**config.mk**
```make
export PLATFORM = sky130hd
export DESIGN_NAME = io_port
export DESIGN_NICKNAME = d
export VERILOG_FILES = /design/src/rtl/io_port_pkg.sv /design/src/rtl/io_fifo.sv /design/src/rtl/io_port.sv
export SDC_FILE = /design/constraint.sdc
export NUM_CORES = 1
export LEC_CHECK = 0
export CORE_MARGIN = 2
export CORE_UTILIZATION = 25
export DETAILED_ROUTE_END_ITERATION = 10
export GPL_TIMING_DRIVEN = 0
export PLACE_DENSITY = 0.49
export SYNTH_ARGS = -nofsm -noshare
export SYNTH_HDL_FRONTEND = slang
export SYNTH_SLANG_ARGS = --single-unit
```
**constraint.sdc**
```tcl
create_clock -name clk -period 5 [get_ports clk]
set_input_delay 1.5 -clock clk [delete_from_list [all_inputs] [get_ports clk]]
set_output_delay 1.5 -clock clk [all_outputs]
set_load 0.02 [all_outputs]
```
**src/rtl/io_port_pkg.sv**
```systemverilog
// io_port shared definitions: port map,
// STATUS bit layout and access FSM states.
package io_port_pkg;

  localparam logic [7:0] PORT_DATA   = 8'h00;
  localparam logic [7:0] PORT_STATUS = 8'h01;

  localparam int STAT_RXNE   = 0;
  localparam int STAT_TXFULL = 1;
  localparam int STAT_RXOVR  = 2;
  localparam int STAT_TXDROP = 3;

  typedef enum logic [1:0] {
    S_IDLE = 2'd0,
    S_ACT  = 2'd1,
    S_HOLD = 2'd2
  } state_e;

endpackage

```
**src/rtl/io_fifo.sv**
```systemverilog
// io_fifo: byte FIFO, power-of-two depth.
// Push while full is accepted when a pop occurs in the same cycle.
module io_fifo #(
  parameter int DEPTH = 4
) (
  input  logic       clk,
  input  logic       reset,
  input  logic       push,
  input  logic       pop,
  input  logic [7:0] din,
  output logic [7:0] dout,
  output logic       empty,
  output logic       full
);

  localparam int AW = (DEPTH > 1) ? $clog2(DEPTH) : 1;

  logic [7:0]    mem_q [DEPTH];
  logic [AW-1:0] wptr_q, wptr_d;
  logic [AW-1:0] rptr_q, rptr_d;
  logic [AW:0]   cnt_q, cnt_d;
  logic          do_push, do_pop;

  assign empty   = (cnt_q == '0);
  assign full    = (cnt_q == (AW+1)'(DEPTH));
  assign do_pop  = reset & pop & ~empty;
  assign do_push = reset & push & (~full | do_pop);
  assign dout    = mem_q[rptr_q];

  // next pointers and occupancy
  always_comb begin
    wptr_d = wptr_q;
    rptr_d = rptr_q;
    cnt_d  = cnt_q;
    if (do_push) wptr_d = wptr_q + AW'(1);
    if (do_pop)  rptr_d = rptr_q + AW'(1);
    if (do_push && !do_pop)
      cnt_d = cnt_q + (AW+1)'(1);
    else if (do_pop && !do_push)
      cnt_d = cnt_q - (AW+1)'(1);
  end

  // pointer and count registers
  always_ff @(posedge clk) begin
    if (!reset) begin
      wptr_q <= '0;
      rptr_q <= '0;
      cnt_q  <= '0;
    end else begin
      wptr_q <= wptr_d;
      rptr_q <= rptr_d;
      cnt_q  <= cnt_d;
    end
  end

  // storage array, written on accepted push
  always_ff @(posedge clk) begin
    if (do_push) mem_q[wptr_q] <= din;
  end

endmodule

```
**src/rtl/io_port.sv**
```systemverilog
// io_port: CPU-mapped byte port with TX/RX FIFOs,
// DATA/STATUS registers and sticky drop/overrun flags.
module io_port
  import io_port_pkg::*;
#(
  parameter int FIFO_DEPTH = 4
) (
  input  logic       clk,
  input  logic       reset,
  input  logic [7:0] addr,
  input  logic       mem_io,
  input  logic       mem_clk,
  input  logic       c_ri,
  input  logic       c_ro,
  input  logic [7:0] bus_in,
  output logic [7:0] bus_out,
  output logic       bus_oe,
  output logic [7:0] tx_data,
  output logic       tx_valid,
  input  logic       tx_ready,
  input  logic [7:0] rx_data,
  input  logic       rx_valid,
  output logic       rx_ready
);

  state_e     state_q, state_d;
  logic [7:0] rd_data_q, rd_data_d;
  logic       rx_ovr_q, rx_ovr_d;
  logic       tx_drop_q, tx_drop_d;

  logic       act, wr, rd;
  logic       sel_data, sel_stat;
  logic [7:0] status;

  logic       tx_push, tx_pop, tx_empty, tx_full;
  logic [7:0] tx_dout;
  logic       rx_push, rx_pop, rx_empty, rx_full;
  logic [7:0] rx_dout;

  assign act      = reset & (state_q == S_ACT);
  assign wr       = act & c_ri & ~c_ro;
  assign rd       = act & c_ro & ~c_ri;
  assign sel_data = (addr == PORT_DATA);
  assign sel_stat = (addr == PORT_STATUS);

  assign tx_valid = reset & ~tx_empty;
  assign tx_data  = tx_valid ? tx_dout : 8'h00;
  assign tx_pop   = tx_valid & tx_ready;
  assign tx_push  = wr & sel_data & (~tx_full | tx_pop);

  assign rx_ready = reset & ~rx_full;
  assign rx_push  = rx_valid & rx_ready;
  assign rx_pop   = rd & sel_data & ~rx_empty;

  assign bus_oe   = mem_io & c_ro;
  assign bus_out  = (bus_oe & reset) ? rd_data_q : 8'h00;

  // access FSM next state
  always_comb begin
    state_d = state_q;
    unique case (state_q)
      S_IDLE:  if (mem_io && mem_clk) state_d = S_ACT;
      S_ACT:   state_d = S_HOLD;
      S_HOLD:  if (!mem_clk || !mem_io) state_d = S_IDLE;
      default: state_d = S_IDLE;
    endcase
  end

  // read capture and sticky flags; a new event beats a W1C clear
  always_comb begin
    status = 8'h00;
    status[STAT_RXNE]   = ~rx_empty;
    status[STAT_TXFULL] = tx_full;
    status[STAT_RXOVR]  = rx_ovr_q;
    status[STAT_TXDROP] = tx_drop_q;

    rd_data_d = rd_data_q;
    if (rd) begin
      if (sel_data)
        rd_data_d = rx_empty ? 8'h00 : rx_dout;
      else if (sel_stat)
        rd_data_d = status;
      else
        rd_data_d = 8'h00;
    end

    rx_ovr_d  = rx_ovr_q;
    tx_drop_d = tx_drop_q;
    if (wr && sel_stat) begin
      if (bus_in[STAT_RXOVR])  rx_ovr_d  = 1'b0;
      if (bus_in[STAT_TXDROP]) tx_drop_d = 1'b0;
    end
    if (reset && rx_valid && rx_full)
      rx_ovr_d = 1'b1;
    if (wr && sel_data && tx_full && !tx_pop)
      tx_drop_d = 1'b1;
  end

  // state, read data and flag registers
  always_ff @(posedge clk) begin
    if (!reset) begin
      state_q   <= S_IDLE;
      rd_data_q <= 8'h00;
      rx_ovr_q  <= 1'b0;
      tx_drop_q <= 1'b0;
    end else begin
      state_q   <= state_d;
      rd_data_q <= rd_data_d;
      rx_ovr_q  <= rx_ovr_d;
      tx_drop_q <= tx_drop_d;
    end
  end

  io_fifo #(.DEPTH(FIFO_DEPTH)) u_tx (
    .clk   (clk),
    .reset (reset),
    .push  (tx_push),
    .pop   (tx_pop),
    .din   (bus_in),
    .dout  (tx_dout),
    .empty (tx_empty),
    .full  (tx_full)
  );

  io_fifo #(.DEPTH(FIFO_DEPTH)) u_rx (
    .clk   (clk),
    .reset (reset),
    .push  (rx_push),
    .pop   (rx_pop),
    .din   (rx_data),
    .dout  (rx_dout),
    .empty (rx_empty),
    .full  (rx_full)
  );

endmodule

```
======== After elaboration in Yosys (flattened, before gate mapping) ========
Memory sizes are Yosys's and may differ from the RTL's. A register that Yosys moved wholly into a read port is not among the register bits.
Index checks and enable logic that the tools add are counted.
storage, ports and cells
  logic and storage cells ................. 117
  RAM bits ................................ 64
  memories kept ........................... 2
  register bits after elaboration ......... 26
  output and inout bits ................... 19
  bits of input ports ..................... 32
cells by class
  reduce and logical (&&, ||, !) cells .... 32
  eq/ne operators ......................... 7
  bitwise gates (word level) .............. 32
  multiplexer cells ....................... 26
  add/subtract/negate cells ............... 8
memories
  name        depth  width  read ports  clocked after memory_dff  wr ports  RTL line       RTL
  u_rx.mem_q  4      8      1           1                         1         io_fifo.sv:18  logic [7:0] mem_q [DEPTH];
  u_tx.mem_q  4      8      1           1                         1         io_fifo.sv:18
operators by type and width
  cell                                               count
  two-way mux 8 bit                                  4
  AND 1 bit                                          23
  two-way mux 2 bit                                  6
  two-way mux 3 bit                                  4
  nonzero test 2 bit                                 6
  logical AND 1 bit                                  11
  two-way mux 1 bit                                  10
  adder 2 x 1 -> 2 bit (second input constant)       4
  == test 8 x 1 -> 1 bit (second input constant)     1
  logical NOT 8 bit                                  1
  logical NOT 1 bit                                  7
  adder 3 x 1 -> 3 bit (second input constant)       2
  == test 3 bit (second input constant)              2
  logical NOT 3 bit                                  2
  NOT 1 bit                                          6
  one-hot mux 2 bit (3 select lines)                 1
  AND reduction 2 bit                                3
  subtractor 3 x 1 -> 3 bit (second input constant)  2
  two-way mux 4 bit                                  1
  != test 2 bit (second input constant)              2
  OR 1 bit                                           3
  == test 2 x 1 -> 1 bit (second input constant)     1
  == test 2 bit (second input constant)              1
  logical NOT 2 bit                                  1
  logical OR 1 bit                                   1

======== Depth between registers and ports, before layout ========
  depth in word-level cells ............... 14
  mapped depth ............................ 11
  depth with buffers taken out ............ 9

======== Modules after synthesis ========
Synthesis repeated with hierarchy kept, for this count alone.
unflattened totals
  cells, all modules ...................... 270
  area, all modules ....................... 4,102.7 um^2
by module, submodules not included
  module   area each (um^2)  instances  cells an instance  sequential area each (um^2)
  io_fifo  1,669.1           2          91                 1,141.1
  io_port  764.5             1          88                 240.2

======== Worst setup path before layout ========
OpenSTA, ideal clock, no wires.
  path kind ............................... input port to output port
  start ................................... input port reset
  end ..................................... output port rx_ready
  data arrival time ....................... 2.427 ns
  stages on the path ...................... 5
  path slack .............................. 1.073 ns
  buffers on the path ..................... 3
  cell sequence ........................... buf_6 -> inv_1 -> clkbuf_1 -> clkbuf_1 -> a21oi_1
between the ends
  longest elaborated chain between the ends .. 1
RTL lines
  what                RTL line       RTL
  start: declaration  io_port.sv:9   input logic reset,
  AND 1 bit           io_port.sv:51  assign rx_ready = reset & ~rx_full;
  end: declaration    io_port.sv:23  output logic rx_ready
Every way passes these cells.

======== Final worst setup path ========
  start ................................... input port c_ro
  end ..................................... output port bus_out[7]
between the ends
  longest elaborated chain between the ends .. 3
RTL lines
  what                RTL line       RTL
  start: declaration  io_port.sv:14  input logic c_ro,
  AND 1 bit           io_port.sv:55  assign bus_oe = mem_io & c_ro;
  AND 1 bit           io_port.sv:56  assign bus_out = (bus_oe & reset) ? rd_data_q : 8'h00;
  two-way mux 8 bit   io_port.sv:56
  end: declaration    io_port.sv:16  output logic [7:0] bus_out,
Every way passes these cells.

==> results.json <==
{
  "combPwrFrac": 0.052,
  "ctsResizeCount": 0,
  "cp.arrival_ns": 3.31,
  "fmax_ghz": 0.2079,
  "start_util": 0.2564,
  "cp_max_fo": 5,
  "maxSlewHeadroom": 0.5292,
  "layout.nets": 373,
  "ys_ff_latch": 94,
  "internal_power_mw": 1.237,
  "min_path_type": "flop to flop",
  "p_leak_nw": 1.642,
  "die_area_um2": 16670,
  "synth_commonest_cells": "64 x edfxtp_1, 30 x dfxtp_1, 22 x and2_1",
  "synth_area_leader_cell": "edfxtp_1",
  "ios": 51,
  "synth_edf_count": 64,
  "place.detailed.hpwl_um": 5520,
  "vias": 2250,
  "worst_slew_pin_slew_ns": 0.7062,
  "slew_violations": 0,
  "drcViolationCount": 0,
  "clockRootBuffer": "clkbuf_16",
  "cp.buffers_inverters": 2,
  "p_sw_frac": 0.2278,
  "grt_max_degree": 20,
  "status": "finished, final reports clean",
  "rsz0062_at_grt": "false",
  "setup_ws_ns": 0.1895,
  "core_area_um2": 15260,
  "crit_path_start": "c_ro",
  "hp-start": "rd_data_q[7]",
  "clk_path_buf_depth": 2,
  "fin_hold_ws_ns": 0.4455,
  "synth_area_leaders": "edfxtp_1 49%, dfxtp_1 15%, mux4_2 9.2%",
  "slowest_delay_ns": 0.61,
  "crit_family": "buffers and inverters",
  "finalSetupViolations": 0,
  "crit_type": "primary input to output pin",
  "seq_area_um2": 2522,
  "worst_r2r_endpoint": "u_tx.cnt_q[2]",
  "reg2reg_depth": 9,
  "first_global_vias": 2328,
  "synth-async-reset-ratio": 0,
  "cp-start-kind": "primary input",
  "synth_flop_cell": "edfxtp_1",
  "antenna_left": 0,
  "overflow": 0,
  "tns_ns": 0,
  "synth_top_area_frac": 0.4912,
  "ir_worst_vdd_v": 0.0002170,
  "path_clk_slew_ns": 0.07,
  "clock-sinks": 94,
  "fin_util": 0.3251,
  "rows": 45,
  "synth.most_common_cell": "edfxtp_1",
  "r2r_slack_ns": 2.16,
  "hold_violations": 0,
  "slowest_stage": "clkdlybuf4s50_1",
  "die_w_um": 129.1,
  "synth_cells": 269,
  "path_cells": "clkdlybuf4s50_1 > nand2_1 > nor2_1 > and2_1 > clkdlybuf4s50_1",
  "synth_fp_nets": 313,
  "final.min_clock_period_ns": 4.811,
  "clockPowerShare": 0.418,
  "antenna_cells": 0,
  "critPathCaptureType": "output pin",
  "maxCapViolCount": 0,
  "drt_wl_total_um": 7645,
  "routedWlPerCell_um": 14.03,
  "worst_skew_pair.late_latency_ns": 0.34,
  "crit_top_cell": "clkdlybuf4s50_1",
  "viasPerCell": 4.128,
  "multi_input_area_um2": 1299,
  "cts_setup_buffers": 0,
  "drive_gt1_frac": 0.1287,
  "drt_iter0_markers": 81,
  "seq_area_frac_synth": 0.6447,
  "synth_cell_types": 39,
  "port_buffers": 49,
  "syn2layout_area_growth_pct": 26.80,
  "pwr-share-seq": 0.530,
  "numCtsBuffers": 9,
  "crit_required_ns": 3.50,
  "cts_tree": "built",
  "antenna_found_initial": 0,
  "p_per_area_nw_per_um2": 322.9,
  "fp.dieH_um": 129.1,
  "synthesis.area_um2": 3913,
  "hold_buffers": 0,
  "min_path_cells": 2,
  "rr_startpoint": "state_q[0]",
  "fin_worst_skew_ns": 0.007945,
  "gp_congestion": 0.6749,
  "power_switching_mw": 0.3649,
  "nFillCells": 1502,
  "period_share": 0.9621,
  "place_ws_ns": 0.1698,
  "syn_area_per_cell_um2": 14.54,
  "worstHoldEndpoint": "rd_data_q[7]",
  "first_pass_iters": 5,
  "grt.total_usage": 0.09761,
  "grt_pass1_wl_um": 12150,
  "synth_warnings": 0,
  "htreeDepth": 3
}
==> power groups by stage <==
| stage | Sequential [mW] | Combinational, mW | Clock (mW) |
|---|---|---|---|
| 2_1_floorplan | 0.866 | 0.0388 | 0 |
| 3_3_place_gp | 0.867 | 0.0827 | 0 |
| 3_5_place_dp | 0.868 | 0.0842 | 0 |
| 4_1_cts | 0.850 | 0.0845 | 0.689 |
| 5_1_grt | 0.851 | 0.0915 | 0.724 |
| 6_report | 0.850 | 0.0829 | 0.669 |
==> kinds of logic (layout without fill, tap and decap cells) <==
group                    count (synthesis)  count (layout)  synth area share
flip-flops                              94              94            0.6447
AND/OR/NAND/NOR                         91              91            0.1289
multiplexers                            24              24            0.1126
buffers and inverters                   22              87           0.02334
AO/OA/AOI/OAI                           20              20           0.03486
adder cells (fa/ha/maj)                 12              12           0.04221
XOR/XNOR                                 6               6           0.01343
==> cells in the final DEF, fill, tap and decap left out, types with 3 or more instances in the layout <==
cell type,instances
a21oi_1,4
inv_6,3
a31oi_1,3
ha_1,10
clkdlybuf4s50_1,49
nor2_1,16
inv_8,3
or3_1,5
dfxtp_1,30
nor4_1,3
inv_1,11
nand2_1,17
edfxtp_1,64
mux4_2,16
mux2i_1,8
clkbuf_16,9
nand3_1,15
clkbuf_1,8
and2_1,22
xor2_1,5
o21ai_0,6
==> tightest hold or removal path: stages, from the launching register on <==
cell and delay [ns]:
dfxtp_1 0.31, nand3_1 0.06, nand2_1 0.04
==> per-stage QoR <==
step                      power (mW)  cell area (um2)  std cells
after global placement        0.9496             4667        529
after global routing           1.666             4961        545
after floorplan               0.9047             3913        269
after detailed placement      0.9518             4667        529
final                          1.602             4961        545
after CTS                      1.623             4961        545
==> area by class of cell <==
type                            instances  area share
Sequential cell                        94      0.5084
Buffer                                 11     0.01009
Timing Repair Buffer                   49     0.09886
Inverter                               11    0.008323
Clock buffer                            9     0.04540
Multi-Input combinational cell        153      0.2618
Tap cell                              211     0.05322
Clock inverter                          7     0.01387
==> state kept, by name, summed over array words and instances (netlist names), named ones only <==
signal and count:
rd_data_q 8, rx_ovr_q 1, state_q 2, tx_drop_q 1
u_rx.cnt_q 3, u_rx.mem_q 32, u_rx.rptr_q 2, u_rx.wptr_q 2
u_tx.cnt_q 3, u_tx.mem_q 32, u_tx.rptr_q 2, u_tx.wptr_q 2
==> metal layers <==
| metal | track usage | wire, um | part of all wire | up-vias |
|---|---|---|---|---|
| met1 | 0.1128 | 3288 | 0.43 | 1085 |
| met2 | 0.1743 | 3947 | 0.52 | 44 |
| met3 | 0.03138 | 335 | 0.044 | 6 |
| met5 | 0 | 0 | 0 | - |
| li1 | - | - | - | 1115 |
| met4 | 0.02621 | 73 | 0.0095 | 0 |
==> worst max path at each step <==
| stage | to | slack (ns) | cells past startpoint |
|---|---|---|---|
| 2_1_floorplan | rx_ready | 1.07 | 5 |
| 3_3_place_gp | bus_out[1] | 0.18 | 5 |
| 3_5_place_dp | bus_out[0] | 0.17 | 5 |
| 4_1_cts | bus_out[0] | 0.17 | 5 |
| 5_1_grt | bus_out[3] | 0.08 | 5 |
| 6_report | bus_out[7] | 0.19 | 5 |
(Power assumes the default switching activity.)
==> variant 1 (same settings) <==
Reset style: asynchronous (`reset`), changed in 2 clocked blocks.
--- a/src/rtl/io_fifo.sv
+++ b/src/rtl/io_fifo.sv
@@ -43,3 +43,3 @@
   // pointer and count registers
-  always_ff @(posedge clk) begin
+  always_ff @(posedge clk or negedge reset) begin
     if (!reset) begin
--- a/src/rtl/io_port.sv
+++ b/src/rtl/io_port.sv
@@ -99,3 +99,3 @@
   // state, read data and flag registers
-  always_ff @(posedge clk) begin
+  always_ff @(posedge clk or negedge reset) begin
     if (!reset) begin
Function: no difference found for any inputs over 4 cycles, from zero or initial values and one cycle with reset low; that may be too few to reach the edited logic, so the function may still have changed.
==> variant 1 against the unedited design <==
  * Sequential cell count is 4 lower
  * Non-clock buffer count is 3 lower
  * Fmax is 3.3% higher
  * Area after synthesis is 2.0% lower
  * Global-route usage is 0.17 points lower
  * Setup slack better by 0.15 ns
  * Register-to-register slack better by 0.18 ns
  * Routed wire length is 6.7% lower
  * Synthesized cell count is 12% lower
  * Die area is 1.9% lower
  * Design area is 1.5% lower
  * Highest routed layer unchanged
Power is not compared: it rests on default switching activity, and its combinational part moved more than twofold at a synthesized area within 25%.
==> variant 1: results (changes against the unedited design) <==
WHS Endpoint: rd_data_q[0] (was rd_data_q[7])
hold_sp: rd_data_q[0] (was rd_data_q[7])
status: completed (unchanged)
data arrival time of the worst path: 3.16 ns (was 3.31 ns)
Total GRT Usage: 9.59% (was 9.76%)
placed cells: 474 (was 529)
critical path peak fanout: 34 (was 5)
met2 WL post-DR: 3.68 mm (was 3.95 mm)
post-synthesis net count: 280 (was 313)
Worst-path clk slew: 0.06 ns
DR WL/cell: 14.6 um (was 14.0 um)
M1 GR Usage: 11.3% (about the same)
hold path depth: 1 (was 2)
ys async rst share: 28.9% (was 0%)
fin nets: 341 (was 373)
sequential fraction of the synthesis area: 67.1% (was 64.5%)
crit path max-delay cell type: clkdlybuf4s50_1 (unchanged)
clock skew: 0.00737 ns (was 0.00794 ns)
DP HPWL: 5.09 mm (was 5.52 mm)
delay-heaviest family, CP: buffers and inverters (unchanged)
delay of the slowest critical-path stage: 0.60 ns
share of layout cells above drive strength 1: 13.9% (was 12.9%)
synthesized area per cell: 16.2 um^2 (was 14.5 um^2)
largest net degree at the start of global routing: 35 (was 20)
Via density: 4.23 (was 4.13)
drt pass-1 iters: 4 (was 5)
maximum vdd drop: 204 uV
wire length of the first global-routing pass: 11.6 mm (was 12.2 mm)
M2 GR Usage: 16.4% (was 17.4%)
Placer Congestion: 0.652 (was 0.675)
vias in the first global route: 2193 (was 2328)
first-iteration detailed-routing DRC count: 96 (was 81)
Max transition margin: 32.6% (was 52.9%)
worst r2r dst: u_rx.cnt_q[1] (was u_tx.cnt_q[2])
Post-synth top cells: edfxtp_1 (64), dfrtp_1 (26), and2_1 (25) (was edfxtp_1 (64), dfxtp_1 (30), and2_1 (22))
M3 GR Usage: 2.92% (was 3.14%)
routed length on met1: 3.09 mm (was 3.29 mm)
CP Launch Point: reset (was c_ro)
R2R Path Start: state_q[1] (was state_q[0])
Pleak: 1.76 nW
area post-placement: 4570 um^2 (was 4670 um^2)
ant diodes: 0 (unchanged)
worst setup path endpoint: tx_data[2] (was bus_out[7])
pre-CTS WS: -0.124 ns (was 0.170 ns)
Synth area leaders: edfxtp_1 (50%), dfrtp_1 (17%), mux4_2 (9.4%) (was edfxtp_1 (49%), dfxtp_1 (15%), mux4_2 (9.2%))
DR WL met3: 272 um (was 335 um)
Logic pwr share: 20.2%
reg-to-reg slack, setup: 2.34 ns (was 2.16 ns)
R2R depth: 8 (was 9)
Comb. pwr: 0.414 mW
worst hold margin: 0.481 ns (was 0.445 ns)
Buffers on Ports: 50 (was 49)
DR vias: 2075 (was 2250)
clock root buffer: clkbuf_16 (unchanged)
Post-synth EDFFs: 64 (unchanged)
initial antenna violation count: 0 (unchanged)
Unique masters post-synth: 41 (was 39)
variant 1: logic make-up after synthesis:
| family | synth area share (%) |
|---|---|
| buffers and inverters | 2.32 |
| adders and majority gates | 4.31 |
| AOI/OAI and AO/OA | 2.90 |
| and+or+nand+nor | 10.3 |
| muxes | 10.4 |
| xor gates and xnor gates | 2.74 |
| DFF | 67.1 |
variant 1: metrics by stage:
stage	TNS [ns]	util [%]
global placement	-18.31	30.3
finish	0	32.4
global route	0	32.4
detailed placement	-0.773	30.3
CTS	0	32.4
floorplan	0	-
variant 1: what timing repair did:
item / CTS / global route
endpoints found under the setup margin: 8 / 2
buffers inserted: 0 / 0
cloned: 0 / 0
resized for setup: 1 / 2
variant 1: area by class of cell:
cell class,instances,area (um^2)
fillers,1522,10200
flip-flops and latches,90,2570
multi-input cells,123,1170
repair buffers,50,498
well taps,188,235
clock buffers,9,225
clock inverters,7,93.8
inverters,16,60.1
plain buffers,7,30.0
==> variant 2 (config.mk and constraints unchanged) <==
Without the edit above. `FIFO_DEPTH`: 4 -> 8.
--- a/src/rtl/io_port.sv
+++ b/src/rtl/io_port.sv
@@ -5,3 +5,3 @@
 #(
-  parameter int FIFO_DEPTH = 4
+  parameter int FIFO_DEPTH = 8
 ) (
Function: changed (Yosys sat finds a counterexample within 10 cycles, from zero or initial values and one cycle with reset low).
==> variant 2 against the unedited design <==
  * Clock power up 85%
  * Clock skew up 0.0059 ns
  * First-iteration DRC count rose to 3.0 times the old value
  * Routed wire length up 92%
  * Sequential cell count up 72
  * Largest cell class unchanged
  * Design area up 67%
  * Critical path depth unchanged
  * Power up 79%
  * Die area up 70%
  * Non-clock buffer count up 8
  * Setup slack better by 0.048 ns
  * Area after synthesis up 73%
  * Critical endpoint is now bus_out[2]
  * Highest routed layer unchanged
==> variant 2: results (changes against the unedited design) <==
Total GRT Usage: 10.7% (was 9.76%)
Post-synth EDFFs: 128 (was 64)
first-iteration detailed-routing DRC count: 243 (was 81)
Worst-Margin Slew: 1.16 ns (was 0.706 ns)
Buffers on Ports: 49 (unchanged)
Post-route DRC: 0 (unchanged)
maximum vdd drop: 171 uV (was 217 uV)
ant diodes: 0 (unchanged)
largest net degree at the start of global routing: 18 (was 20)
htree depth: 4 (was 3)
initial antenna violation count: 0 (unchanged)
hold path depth: 2 (unchanged)
top_reg_cell synth: edfxtp_1 (unchanged)
sequential fraction of the synthesis area: 68.2% (was 64.5%)
critical path peak fanout: 10 (was 5)
share of layout cells above drive strength 1: 16.5% (was 12.9%)
Synth area leaders: edfxtp_1 (57%), dfxtp_1 (11%), mux4_2 (10%) (was edfxtp_1 (49%), dfxtp_1 (15%), mux4_2 (9.2%))
clk_lat worst skew: 0.43 ns (was 0.34 ns)
vias in the first global route: 3883 (was 2328)
Pwr Total: 2.86 mW (was 1.60 mW)
placed cells: 817 (was 529)
data arrival time of the worst path: 3.26 ns (was 3.31 ns)
ys async rst share: 0% (unchanged)
area post-placement: 7730 um^2 (was 4670 um^2)
crit path max-delay cell type: clkdlybuf4s50_1 (unchanged)
Pleak: 2.62 nW (was 1.64 nW)
Top Registers: u_rx.mem_q: 64 flops, u_tx.mem_q: 64 flops, rd_data_q: 8 flops (was u_rx.mem_q: 32 flops, u_tx.mem_q: 32 flops, rd_data_q: 8 flops)
worst min path class: reg2reg (unchanged)
R2R depth: 11 (was 9)
pre-CTS WS: -0.459 ns (was 0.170 ns)
clock buffer depth: 2 (unchanged)
final-layout fill cell count: 2639 (was 1502)
Worst-path clk slew: 0.07 ns (about the same)
status: completed (unchanged)
Synth Warn #: 0 (unchanged)
Placer Congestion: 0.718 (was 0.675)
DR vias: 3776 (was 2250)
clock network power share: 43.2% (was 41.8%)
clock root buffer: clkbuf_16 (unchanged)
drt pass-1 iters: 4 (was 5)
wire length of the first global-routing pass: 22.5 mm (was 12.2 mm)
seq pwr: 1.51 mW (was 0.850 mW)
Post-synth top cells: edfxtp_1 (128), dfxtp_1 (38), nor2_1 (33) (was edfxtp_1 (64), dfxtp_1 (30), and2_1 (22))
Unique masters post-synth: 49 (was 39)
Post-Synthesis Cells: 425 (was 269)
delay of the slowest critical-path stage: 0.63 ns (was 0.61 ns)
Inserted Clock Buffers: 17 (was 9)
post-synthesis net count: 469 (was 313)
clock skew: 0.0138 ns (was 0.00794 ns)
DR WL/cell: 17.3 um (was 14.0 um)
DP HPWL: 10.1 mm (was 5.52 mm)
fin nets: 539 (was 373)
Switching Share: 22.8% (about the same)
fin cells: 849 (was 545)
==> variant 2: cell families (layout without fill, tap and decap cells) <==
family                   count (synthesis)  after routing  share of synthesized area [%]
flip-flops                             166            166                           68.2
XOR/XNOR                                 7              7                          0.908
AND/OR/NAND/NOR                        121            121                           9.41
AO/OA/AOI/OAI                           38             38                           3.56
adder cells (fa/ha/maj)                 12             12                           2.45
buffers and inverters                   25            108                           1.46
multiplexers                            56             56                           14.0
==> variant 2: what timing repair did <==
item | 4_1_cts | 5_1_grt
buffers inserted | 0 | 0
endpoints found under the setup margin | 9 | 0
gates resized for setup | 5 | 0
==> variant 2: area by class of cell <==
| type | instances | area (um^2) | area share (%) |
|---|---|---|---|
| buffer | 17 | 73.8 | 0.891 |
| clock inverter | 15 | 130 | 1.57 |
| sequential | 166 | 4600 | 55.6 |
| tap | 341 | 427 | 5.15 |
| clock buffer | 17 | 425 | 5.13 |
| multi-input combinational | 234 | 2090 | 25.2 |
| inverter | 8 | 30.0 | 0.362 |
| timing repair buffer | 51 | 508 | 6.13 |
==> variant 2: critical path: cells and delay by family <==
| kind | cells | cell delay, ns |
|---|---|---|
| simple gates | 2 | 0.50 |
| buf+inv | 3 | 1.26 |
==> variant 2: path summary, 6_finish.rpt <==
kind	slack (ns)	endpoint	from
max reg2reg	1.73	u_tx.cnt_q[3]	u_tx.cnt_q[0]
min	0.44	rd_data_q[4]	rd_data_q[4]
max	0.24	bus_out[2]	reset
min reg2reg	0.44	rd_data_q[4]	rd_data_q[4]
==> variant 2: per-layer routing <==
layer  wire (um)  track usage, %
met1        6080            12.3
met2        7750            19.4
met3         582            2.68
met4         262            3.94
met5           0               0
